[src/rtl/fetch_pkg.sv]
// Shared definitions for the instruction fetch stage: widths, opcode field, reset PC, FSM encoding.
package fetch_pkg;
    localparam int INSTR_W = 32;
    localparam int PC_W    = 32;
    localparam int OP_HI   = 31;
    localparam int OP_LO   = 26;

    localparam logic [PC_W-1:0] RESET_PC_DEF = 32'h0000_0000;

    localparam logic [0:0] STATE_RUN  = 1'b0;
    localparam logic [0:0] STATE_DROP = 1'b1;

    typedef struct packed {
        logic [PC_W-1:0]    pc;
        logic [INSTR_W-1:0] instr;
    } fetchEntry_t;

    function automatic logic [PC_W-1:0] alignPc(input logic [PC_W-1:0] addr);
        return addr & 32'hFFFF_FFFC;
    endfunction
endpackage

[src/rtl/fetch_buf.sv]
// Two-entry {pc, instr} FIFO between the memory response and decode; clear beats push.
module fetch_buf
    import fetch_pkg::*;
(
    input  logic        clk,
    input  logic        rst,
    input  logic        clear,
    input  logic        push,
    input  fetchEntry_t pushData,
    input  logic        pop,
    output logic [1:0]  count,
    output fetchEntry_t head
);
    fetchEntry_t mem [2];
    logic        rdPtr;
    logic        wrPtr;
    logic        doPush;
    logic        doPop;

    assign doPop  = pop && (count != 2'd0);
    assign doPush = push && !clear && ((count != 2'd2) || doPop);

    always_ff @(posedge clk) begin
        if (rst || clear) begin
            count <= 2'd0;
            rdPtr <= 1'b0;
            wrPtr <= 1'b0;
        end else begin
            if (doPush) wrPtr <= ~wrPtr;
            if (doPop)  rdPtr <= ~rdPtr;
            count <= count + {1'b0, doPush} - {1'b0, doPop};
        end
    end

    // Storage carries no reset; the head is masked to zero while empty.
    always_ff @(posedge clk) begin
        if (doPush) mem[wrPtr] <= pushData;
    end

    assign head = (count != 2'd0) ? mem[rdPtr] : '0;
endmodule

[src/rtl/instr_fetch.sv]
// Instruction fetch: PC sequencing, synchronous imem reads, redirect flush, valid/ready to decode.
// Optional FETCH_COUNT_EN adds the fetchCount accepted-instruction counter.
module instr_fetch
    import fetch_pkg::*;
#(
    parameter logic [PC_W-1:0] RESET_PC = RESET_PC_DEF
) (
    input  logic               clk,
    input  logic               rst,
    output logic               imemRead,
    output logic [PC_W-1:0]    imemAddr,
    input  logic [INSTR_W-1:0] imemData,
    output logic [INSTR_W-1:0] instr,
    output logic [5:0]         opCode,
    output logic [PC_W-1:0]    pc,
    output logic [PC_W-1:0]    pcPlus4,
    output logic               instrValid,
    input  logic               instrReady,
    input  logic               redirect,
    input  logic [PC_W-1:0]    redirectPc
`ifdef FETCH_COUNT_EN
    ,
    output logic [31:0]        fetchCount
`endif
);
    logic [PC_W-1:0] fetchPc;
    logic [PC_W-1:0] issuedPc_p1;
    logic            inflight_p1;
    logic [0:0]      state;
    logic [1:0]      count;
    logic [2:0]      occupancy;
    logic            pop;
    logic            push;
    logic            issue;
    fetchEntry_t     head;
    fetchEntry_t     pushEntry;

    assign pop       = (count != 2'd0) && instrReady && !redirect;
    assign occupancy = {1'b0, count} + {2'b00, inflight_p1} - {2'b00, pop};
    assign issue     = !rst && !redirect && (occupancy < 3'd2);

    // Stage p0: issue the read for fetchPc.
    always_ff @(posedge clk) begin
        if (rst) begin
            fetchPc     <= RESET_PC;
            inflight_p1 <= 1'b0;
            state       <= STATE_RUN;
        end else begin
            inflight_p1 <= issue;
            if (redirect) begin
                fetchPc <= alignPc(redirectPc);
                state   <= inflight_p1 ? STATE_DROP : STATE_RUN;
            end else begin
                state <= STATE_RUN;
                if (issue) fetchPc <= fetchPc + 32'd4;
            end
        end
    end

    always_ff @(posedge clk) begin
        if (issue) issuedPc_p1 <= fetchPc;
    end

    // Stage p1: memory data returns and is paired with the PC it was issued for.
    assign push            = inflight_p1 && (state == STATE_RUN);
    assign pushEntry.pc    = issuedPc_p1;
    assign pushEntry.instr = imemData;

    fetch_buf u_buf (
        .clk      (clk),
        .rst      (rst),
        .clear    (redirect),
        .push     (push),
        .pushData (pushEntry),
        .pop      (pop),
        .count    (count),
        .head     (head)
    );

    // Stage p2: FIFO head presented to decode.
    assign imemRead   = issue;
    assign imemAddr   = fetchPc;
    assign instrValid = (count != 2'd0) && !redirect;
    assign instr      = head.instr;
    assign opCode     = head.instr[OP_HI:OP_LO];
    assign pc         = head.pc;
    assign pcPlus4    = (count != 2'd0) ? head.pc + 32'd4 : '0;

`ifdef FETCH_COUNT_EN
    always_ff @(posedge clk) begin
        if (rst)      fetchCount <= 32'd0;
        else if (pop) fetchCount <= fetchCount + 32'd1;
    end
`endif
endmodule
[config.mk]
export PLATFORM = sky130hd
export DESIGN_NAME = instr_fetch
export DESIGN_NICKNAME = d
export VERILOG_FILES = /design/src/rtl/fetch_pkg.sv /design/src/rtl/fetch_buf.sv /design/src/rtl/instr_fetch.sv
export SDC_FILE = /design/constraint.sdc
export NUM_CORES = 1
export LEC_CHECK = 0
export ABC_AREA = 1
export BUFFER_PORTS_ARGS = -buffer_cell sky130_fd_sc_hd__buf_2
export CAP_MARGIN = 30
export CORE_MARGIN = 4
export CORE_UTILIZATION = 34
export DETAILED_ROUTE_END_ITERATION = 6
export MAX_ROUTING_LAYER = met4
export PLACE_DENSITY = 0.59
export SLEW_MARGIN = 15
export SYNTH_ARGS = -nofsm -noshare
export SYNTH_HDL_FRONTEND = slang
export SYNTH_SLANG_ARGS = --single-unit
export TNS_END_PERCENT = 20
[constraint.sdc]
create_clock -name clk -period 7 [get_ports clk]
set_input_delay 1.4 -clock clk [delete_from_list [all_inputs] [get_ports clk]]
set_output_delay 1.4 -clock clk [all_outputs]
set_load 0.005 [all_outputs]
==> metrics.md, run 1 <==
| Metric | Value |
|---|---|
| Worst setup SP type | primary input |
| Area leader, netlist | edfxtp_1 |
| Fill count | 2626 |
| Async set or reset register ratio after synthesis | 0% |
| Design Area, Final | 11000 sq um |
| Slew Limit Headroom | 39.1% |
| FF+latch count, synth | between 150 and 200 |
| P_leak | 4.95 nW |
| DR WL/cell | 14.6 microns |
| Diodes inserted | 0 |
| Final-stage net count | 1286 |
| Vias in the first global route | 6572 |
| Dpl cell area | about 10000 sq um |
| Post_cts resized | 0 |
| Placed wire-length estimate | roughly 16000 microns |
| Clock skew | 0.00996 ns |
| Fmax | 192 MHz |
| Yosys top cell area share | 50.3% |
| Post-Route WL | 22800 microns |
| Worst setup margin | roughly 1.8 ns |
| Initial DRT Pass Iterations | 5 |
| Final Hold Vio Count | 0 |
| CTS H-tree lvls | 4 |
| Setup Buffers After CTS | 0 |
| Time the worst path needs with I/O delays and setup | ~5.2 ns |
| Die area | 29700 sq um |
| Share of layout cells above drive strength 1 | ~23% |
| Setup CP Type | primary input to primary output |
| EDFF count, synth | 154 |
| Root buf cell | clkbuf_16 |
| Yosys Warn Count | 0 |
| Synth top area cells | edfxtp_1, nand2_1, dfxtp_1, inv_1, nand3_1 |
| Clk slew on worst S/H paths | ~0.070 ns |
| Slew Limit Fails | 0 |
| Most frequent cell after synthesis | nand2_1 |
| Critical path capture point type | primary output |
| RSZ-0062 raised after global routing | no |
| Setup TNS | 0 ns |
| Total GRT Usage | about 16% |
| Total gr overflow | 0 |
| Max Cap Viol | 0 |
| Post-route ant nets | 0 |
| Final Cycle Share | 74.6% |
| Largest net degree at the start of global routing | 55 |
| Top FF cell, synth | edfxtp_1 |
| Rows | 59 |
| Final setup vio count | 0 |
| Via count | roughly 7100 |
| Setup WS pre-CTS | 1.73 ns |
| Deepest clock path buffer count | 2 |
| CP bufs+invs | 3 |
| Core area | 26400 sq um |
| CP delay by family, top | simple AND/OR/NAND/NOR gates |
| Total power | 0.00237 W |
| Slowest cell delay on critical path | 0.45 ns |
| Clk sinks | 191 |
| Vias per cell | 4.56 |
| Initial antenna violation count | 0 |
| Netlist area before placement | 9190 sq um |
| Syn-to-layout area delta | 19.6% |
| Starting Density | around a third |
| Top cells by count, synth | nand2_1, edfxtp_1, inv_1 |
| Least-Margin Pin Slew | approximately 0.9 ns |
| Hold_buf cts | 0 |
| Outcome | finished clean |
| Slowest stage cell, crit path | buf_2 |
| Synth unique cells | 37 |
| Routability cong. | 0.896 |
| Flop2flop setup slack | 3.21 ns |
| Max FO, Critical Path | 32 |
| Drt drc | 0 |
| Worst endpoint required time | 5.60 ns |
| Worst hold path type | flip-flop to flip-flop |
| Worst-Skew Late Latency | ~0.43 ns |
| Die H | 172 microns |
| Seq/Total Area, Yosys | 58.4% |
| Ports | just over 200 |
| Drt initial violations | 464 |
| Synthesized instance count | 1030 |
| Port Buf Inserts | 195 |
| TritonCTS clock tree | built |
| First-pass GRT wire length | 35200 microns |
| Maximum resistive drop on vdd | 107 uV |
| PwrDens | 215 nW/um^2 |
| Worst Hold Margin | 0.444 ns |
| Syn_area_per_cell | 8.92 sq um |
| Chip width | 172 microns |
| WP data arrival | 3.82 ns |
| TritonCTS Buffers | 17 |
| Crit path cell chain | buf_2 -> nor2_1 -> nand2_1 -> inv_1 -> ha_1 -> or2_2 -> fa_1 -> xnor2_1 -> nand2_1 -> nor2_4 -> buf_2 |
[area by class of cell]
cell class	count	area [sq um]	share of cell area, %
clock inverters	15	145	1.32
well taps	335	419	3.81
flip-flops and latches	191	5370	48.8
multi-input cells	684	3150	28.7
repair buffers	202	1040	9.47
inverters	116	443	4.03
clock buffers	17	425	3.87
[layout by cell type (no fill, tap or decap), types with 3 or more instances in the layout]
master,count
nand2_1,355
buf_2,195
edfxtp_1,154
inv_1,112
nor2_1,81
nand3_1,65
a21oi_1,62
dfxtp_1,36
o21ai_0,23
xor2_1,18
clkbuf_16,17
nor2_2,15
nor2_4,8
nand2_2,8
nand3_2,8
nor3_1,6
a31oi_1,6
conb_1,6
inv_8,6
buf_4,6
ha_1,5
xnor2_1,4
clkinv_4,3
or2_2,3
inv_6,3
[worst paths after layout]
kind,endpoint,from,cells past startpoint
max reg2reg,imemAddr[11]$_SDFFE_PP0P_,u_buf.count[1]$_SDFF_PN0_,15
min reg2reg,u_buf.mem[0][40]$_DFFE_PP_,issuedPc_p1[8]$_DFFE_PP_,0
max,imemRead,redirect,11
min,u_buf.mem[0][40]$_DFFE_PP_,issuedPc_p1[8]$_DFFE_PP_,0
[per-layer routing]
metal | GRT usage [%] | vias to the layer above | routed length, microns
li1 | - | 3677 | -
met4 | 4.55 | 0 | 356
met2 | 23.8 | 201 | 10500
met1 | 22.0 | 3211 | 10800
met5 | - | - | 0
met3 | 2.29 | 23 | 1070
[report_power, final]
part | leakage [nW] | switching (W) | internal, W
clock | 0.282 | 0.000450 | 0.000475
combinational | 2.94 | 0.0000935 | 0.0000546
sequential | 1.72 | 0.0000298 | 0.00126
total | 4.95 | 0.000573 | 0.00179
[stage by stage]
step	util [%]	std cells
after floorplan	-	1035
after global placement	39.5	1527
after detailed placement	39.5	1527
after CTS	41.6	1559
after global routing	41.7	1560
final	41.7	1560
[cells by family (layout without fill, tap and decap cells)]
| group | count (synthesis) | after routing | synth area share (%) |
|---|---|---|---|
| AOI/OAI and AO/OA | 97 | 97 | 5.49 |
| xor gates and xnor gates | 22 | 22 | 2.10 |
| adders and majority gates | 6 | 6 | 0.898 |
| buffers and inverters | 160 | 350 | 7.81 |
| DFF | 191 | 191 | 58.4 |
| other | 1 | 6 | 0.0408 |
| and+or+nand+nor | 553 | 553 | 25.3 |
[sequential cells by signal (all words and copies together) (netlist names), named ones only]
signal       flops
u_buf.mem      124
imemAddr        30
issuedPc_p1     30
u_buf.count      2
inflight_p1      1
state            1
u_buf.rdPtr      1
u_buf.wrPtr      1
Note: power is estimated with default switching activity, not from simulation.
==> run 2, diff against run 1 <==
--- a/config.mk
+++ b/config.mk
@@ -12,7 +12,7 @@
 export CORE_UTILIZATION = 34
 export DETAILED_ROUTE_END_ITERATION = 6
 export MAX_ROUTING_LAYER = met4
-export PLACE_DENSITY = 0.59
+export PLACE_DENSITY = 0.61
 export SLEW_MARGIN = 15
 export SYNTH_ARGS = -nofsm -noshare
 export SYNTH_HDL_FRONTEND = slang
==> constraint.sdc (replaced) <==
create_clock -name clk -period 4.8 [get_ports clk]
set_input_delay 0.96 -clock clk [delete_from_list [all_inputs] [get_ports clk]]
set_output_delay 0.96 -clock clk [all_outputs]
set_load 0.005 [all_outputs]
==> run 2 against run 1 <==
Largest cell class unchanged; final area up 0.41%; flip-flop and latch count unchanged; worst hold slack better by 0.0036 ns; worst setup slack lost 1.0 ns; clock-buffer cell count stayed put; die area is the same; non-clock buffer count is 2 higher.
==> metrics.md, run 2 (same netlist as run 1, synthesis figures left out) <==
| Metric | Value |
|---|---|
| Total gr overflow | 0 |
| Worst setup path start | u_buf.count[1]$_SDFF_PN0_ |
| Setup Buffers After CTS | 0 |
| Slew Limit Fails | 0 |
| Drt initial violations | 510 |
| Reg2Reg Capture Point | imemAddr[11]$_SDFFE_PP0P_ |
| TritonCTS clock tree | built |
| Total GRT Usage | between 15 and 20% |
| Slowest stage cell, crit path | dfxtp_1 |
| Final Cycle Share | 84.7% |
| First-pass GRT wire length | 35400 microns |
| Syn-to-layout area delta | 20.1% |
| Flop2flop setup slack | 1.27 ns |
| Clock skew | 0.0125 ns |
| Setup TNS | 0 ns |
| TritonCTS Buffers | 17 |
| Crit path cell chain | nor2_4 -> inv_4 -> nand2_1 -> inv_1 -> ha_1 -> nand3_1 -> nor2_4 -> nand3_1 -> nor2_2 -> xor2_1 -> buf_2 |
| Hold_buf cts | 0 |
| Via count | between 7000 and 8000 |
| Commonest non-fill, non-tap cell in the layout | nand2_1 |
| Setup CP Type | flip-flop to primary output |
| Clk sinks | 191 |
| PwrDens | roughly 320 nW/um^2 |
| Dpl cell area | 10400 sq um |
| Fmax | about 250 MHz |
| Drt drc | 0 |
| Slew Limit Headroom | 54.5% |
| Rows | 59 |
| Worst hold path type | flip-flop to flip-flop |
| Port Buf Inserts | 195 |
| CP bufs+invs | 3 |
| Die area | 29700 sq um |
| Die H | ~170 microns |
| Least-Margin Pin Slew | around 0.68 ns |
| Deepest clock path buffer count | 2 |
| CP delay by family, top | simple AND/OR/NAND/NOR gates |
| Maximum resistive drop on vdd | approximately 170 uV |
| Slowest cell delay on critical path | 0.51 ns |
| Routability cong. | between 0.8 and 0.9 |
| Max Cap Viol | 0 |
| Ports | 204 |
| Placed wire-length estimate | 16800 microns |
| Fill count | between 2000 and 3000 |
| Max reg flops | 124 |
| Most frequent cells in the layout | nand2_1, buf_2, edfxtp_1 |
| Vias per cell | about 4.6 |
| Worst Hold Depth | 0 |
| Starting Density | 34.9% |
| RR Startpoint | u_buf.count[1]$_SDFF_PN0_ |
| Share of layout cells above drive strength 1 | 23.1% |
| Critical path capture point type | primary output |
| CP endpoint | pcPlus4[20] |
| DR WL/cell | 14.8 microns |
| Design Area, Final | between 10000 and 15000 sq um |
| Non-Filler Instances | 1562 |
| Worst setup SP type | flip-flop |
| Cells after DPL | 1529 |
| Largest net degree at the start of global routing | 55 |
| Root buf cell | clkbuf_16 |
| Final-stage net count | 1288 |
| Total power | roughly 0.0035 W |
| Initial antenna violation count | 0 |
| Chip width | 172 microns |
| Core area | 26400 sq um |
| WP depth | 11 |
| Outcome | finished clean |
| Final Hold Vio Count | 0 |
| Worst endpoint required time | 3.84 ns |
| Cells on worst reg2reg path | 14 |
| P_leak | 4.97 nW |
| Final setup vio count | 0 |
| Post_cts resized | 0 |
| WP data arrival | 3.11 ns |
| Max FO, Critical Path | 54 |
| Post-route ant nets | 0 |
| Worst-Skew Late Latency | 0.43 ns |
| Time the worst path needs with I/O delays and setup | 4.07 ns |
| Clk slew on worst S/H paths | approximately 0.070 ns |
| CTS H-tree lvls | 4 |
| Post-Route WL | 23200 microns |
| Worst Hold Margin | approximately 0.45 ns |
| RSZ-0062 raised after global routing | no |
| Vias in the first global route | 6641 |
| Initial DRT Pass Iterations | 6 |
| Top reg by flops | u_buf.mem |
| Diodes inserted | 0 |
-- run 2: cell count changes in the layout (fill, tap and decap cells not counted) --
cell / delta
inv_6: +1
buf_12: +1
bufinv_16: +1
clkinv_4: -1
buf_4: +1
inv_8: +1
clkinvlp_4: -1
clkinv_8: -1
-- run 2: final cells by class --
cell class	instances	area, sq um	share of cell area [%]
Clock buffer	17	425	3.85
Inverter	116	443	4.01
Clock inverter	15	163	1.47
Tap cell	335	419	3.80
Multi-Input combinational cell	684	3150	28.6
Sequential cell	191	5370	48.6
Timing Repair Buffer	204	1070	9.68
-- run 2: worst register-to-register path, cell delays in order (launching register included) --
cell and delay [ns]:
dfxtp_1 0.40, nor2_4 0.28, nor2_1 0.08, nand2_1 0.15, inv_1 0.06, ha_1 0.26
or2_2 0.30, fa_1 0.38, xnor2_1 0.22, nand2_1 0.14, nor2_4 0.16, buf_4 0.56
nand2_1 0.16, o211ai_1 0.20, nand2_1 0.07
-- run 2: per-stage QoR --
stage	util, %	setup WS (ns)
finish	41.9	0.732
global route	41.9	0.420
CTS	41.8	0.646
detailed placement	39.6	0.818
floorplan	-	0.285
global placement	39.6	0.869
-- run 2: worst min-delay path by stage --
stage | to | start | slack [ns]
final | u_buf.mem[0][58]$_DFFE_PP_ | issuedPc_p1[26]$_DFFE_PP_ | 0.45
after global routing | u_buf.mem[1][47]$_DFFE_PP_ | issuedPc_p1[15]$_DFFE_PP_ | 0.46
after CTS | u_buf.mem[0][58]$_DFFE_PP_ | issuedPc_p1[26]$_DFFE_PP_ | 0.45
after detailed placement | u_buf.mem[0][58]$_DFFE_PP_ | issuedPc_p1[26]$_DFFE_PP_ | 0.43
after global placement | u_buf.mem[0][54]$_DFFE_PP_ | issuedPc_p1[22]$_DFFE_PP_ | 0.42
after floorplan | u_buf.mem[0][34]$_DFFE_PP_ | issuedPc_p1[2]$_DFFE_PP_ | 0.42
-- run 2: layer usage --
metal  GRT usage, %  part of all wire [%]
met1           22.4                    48
met2           24.0                    46
met3           2.17                   4.9
met4           4.27                   1.1
met5              -                     0
-- run 2: report_power, final --
group	switching [W]	internal (W)	leakage [nW]	total [W]
Combinational	0.000137	0.0000824	2.95	0.000220
Sequential	0.0000438	0.00184	1.72	0.00189
Clock	0.000660	0.000746	0.296	0.00141
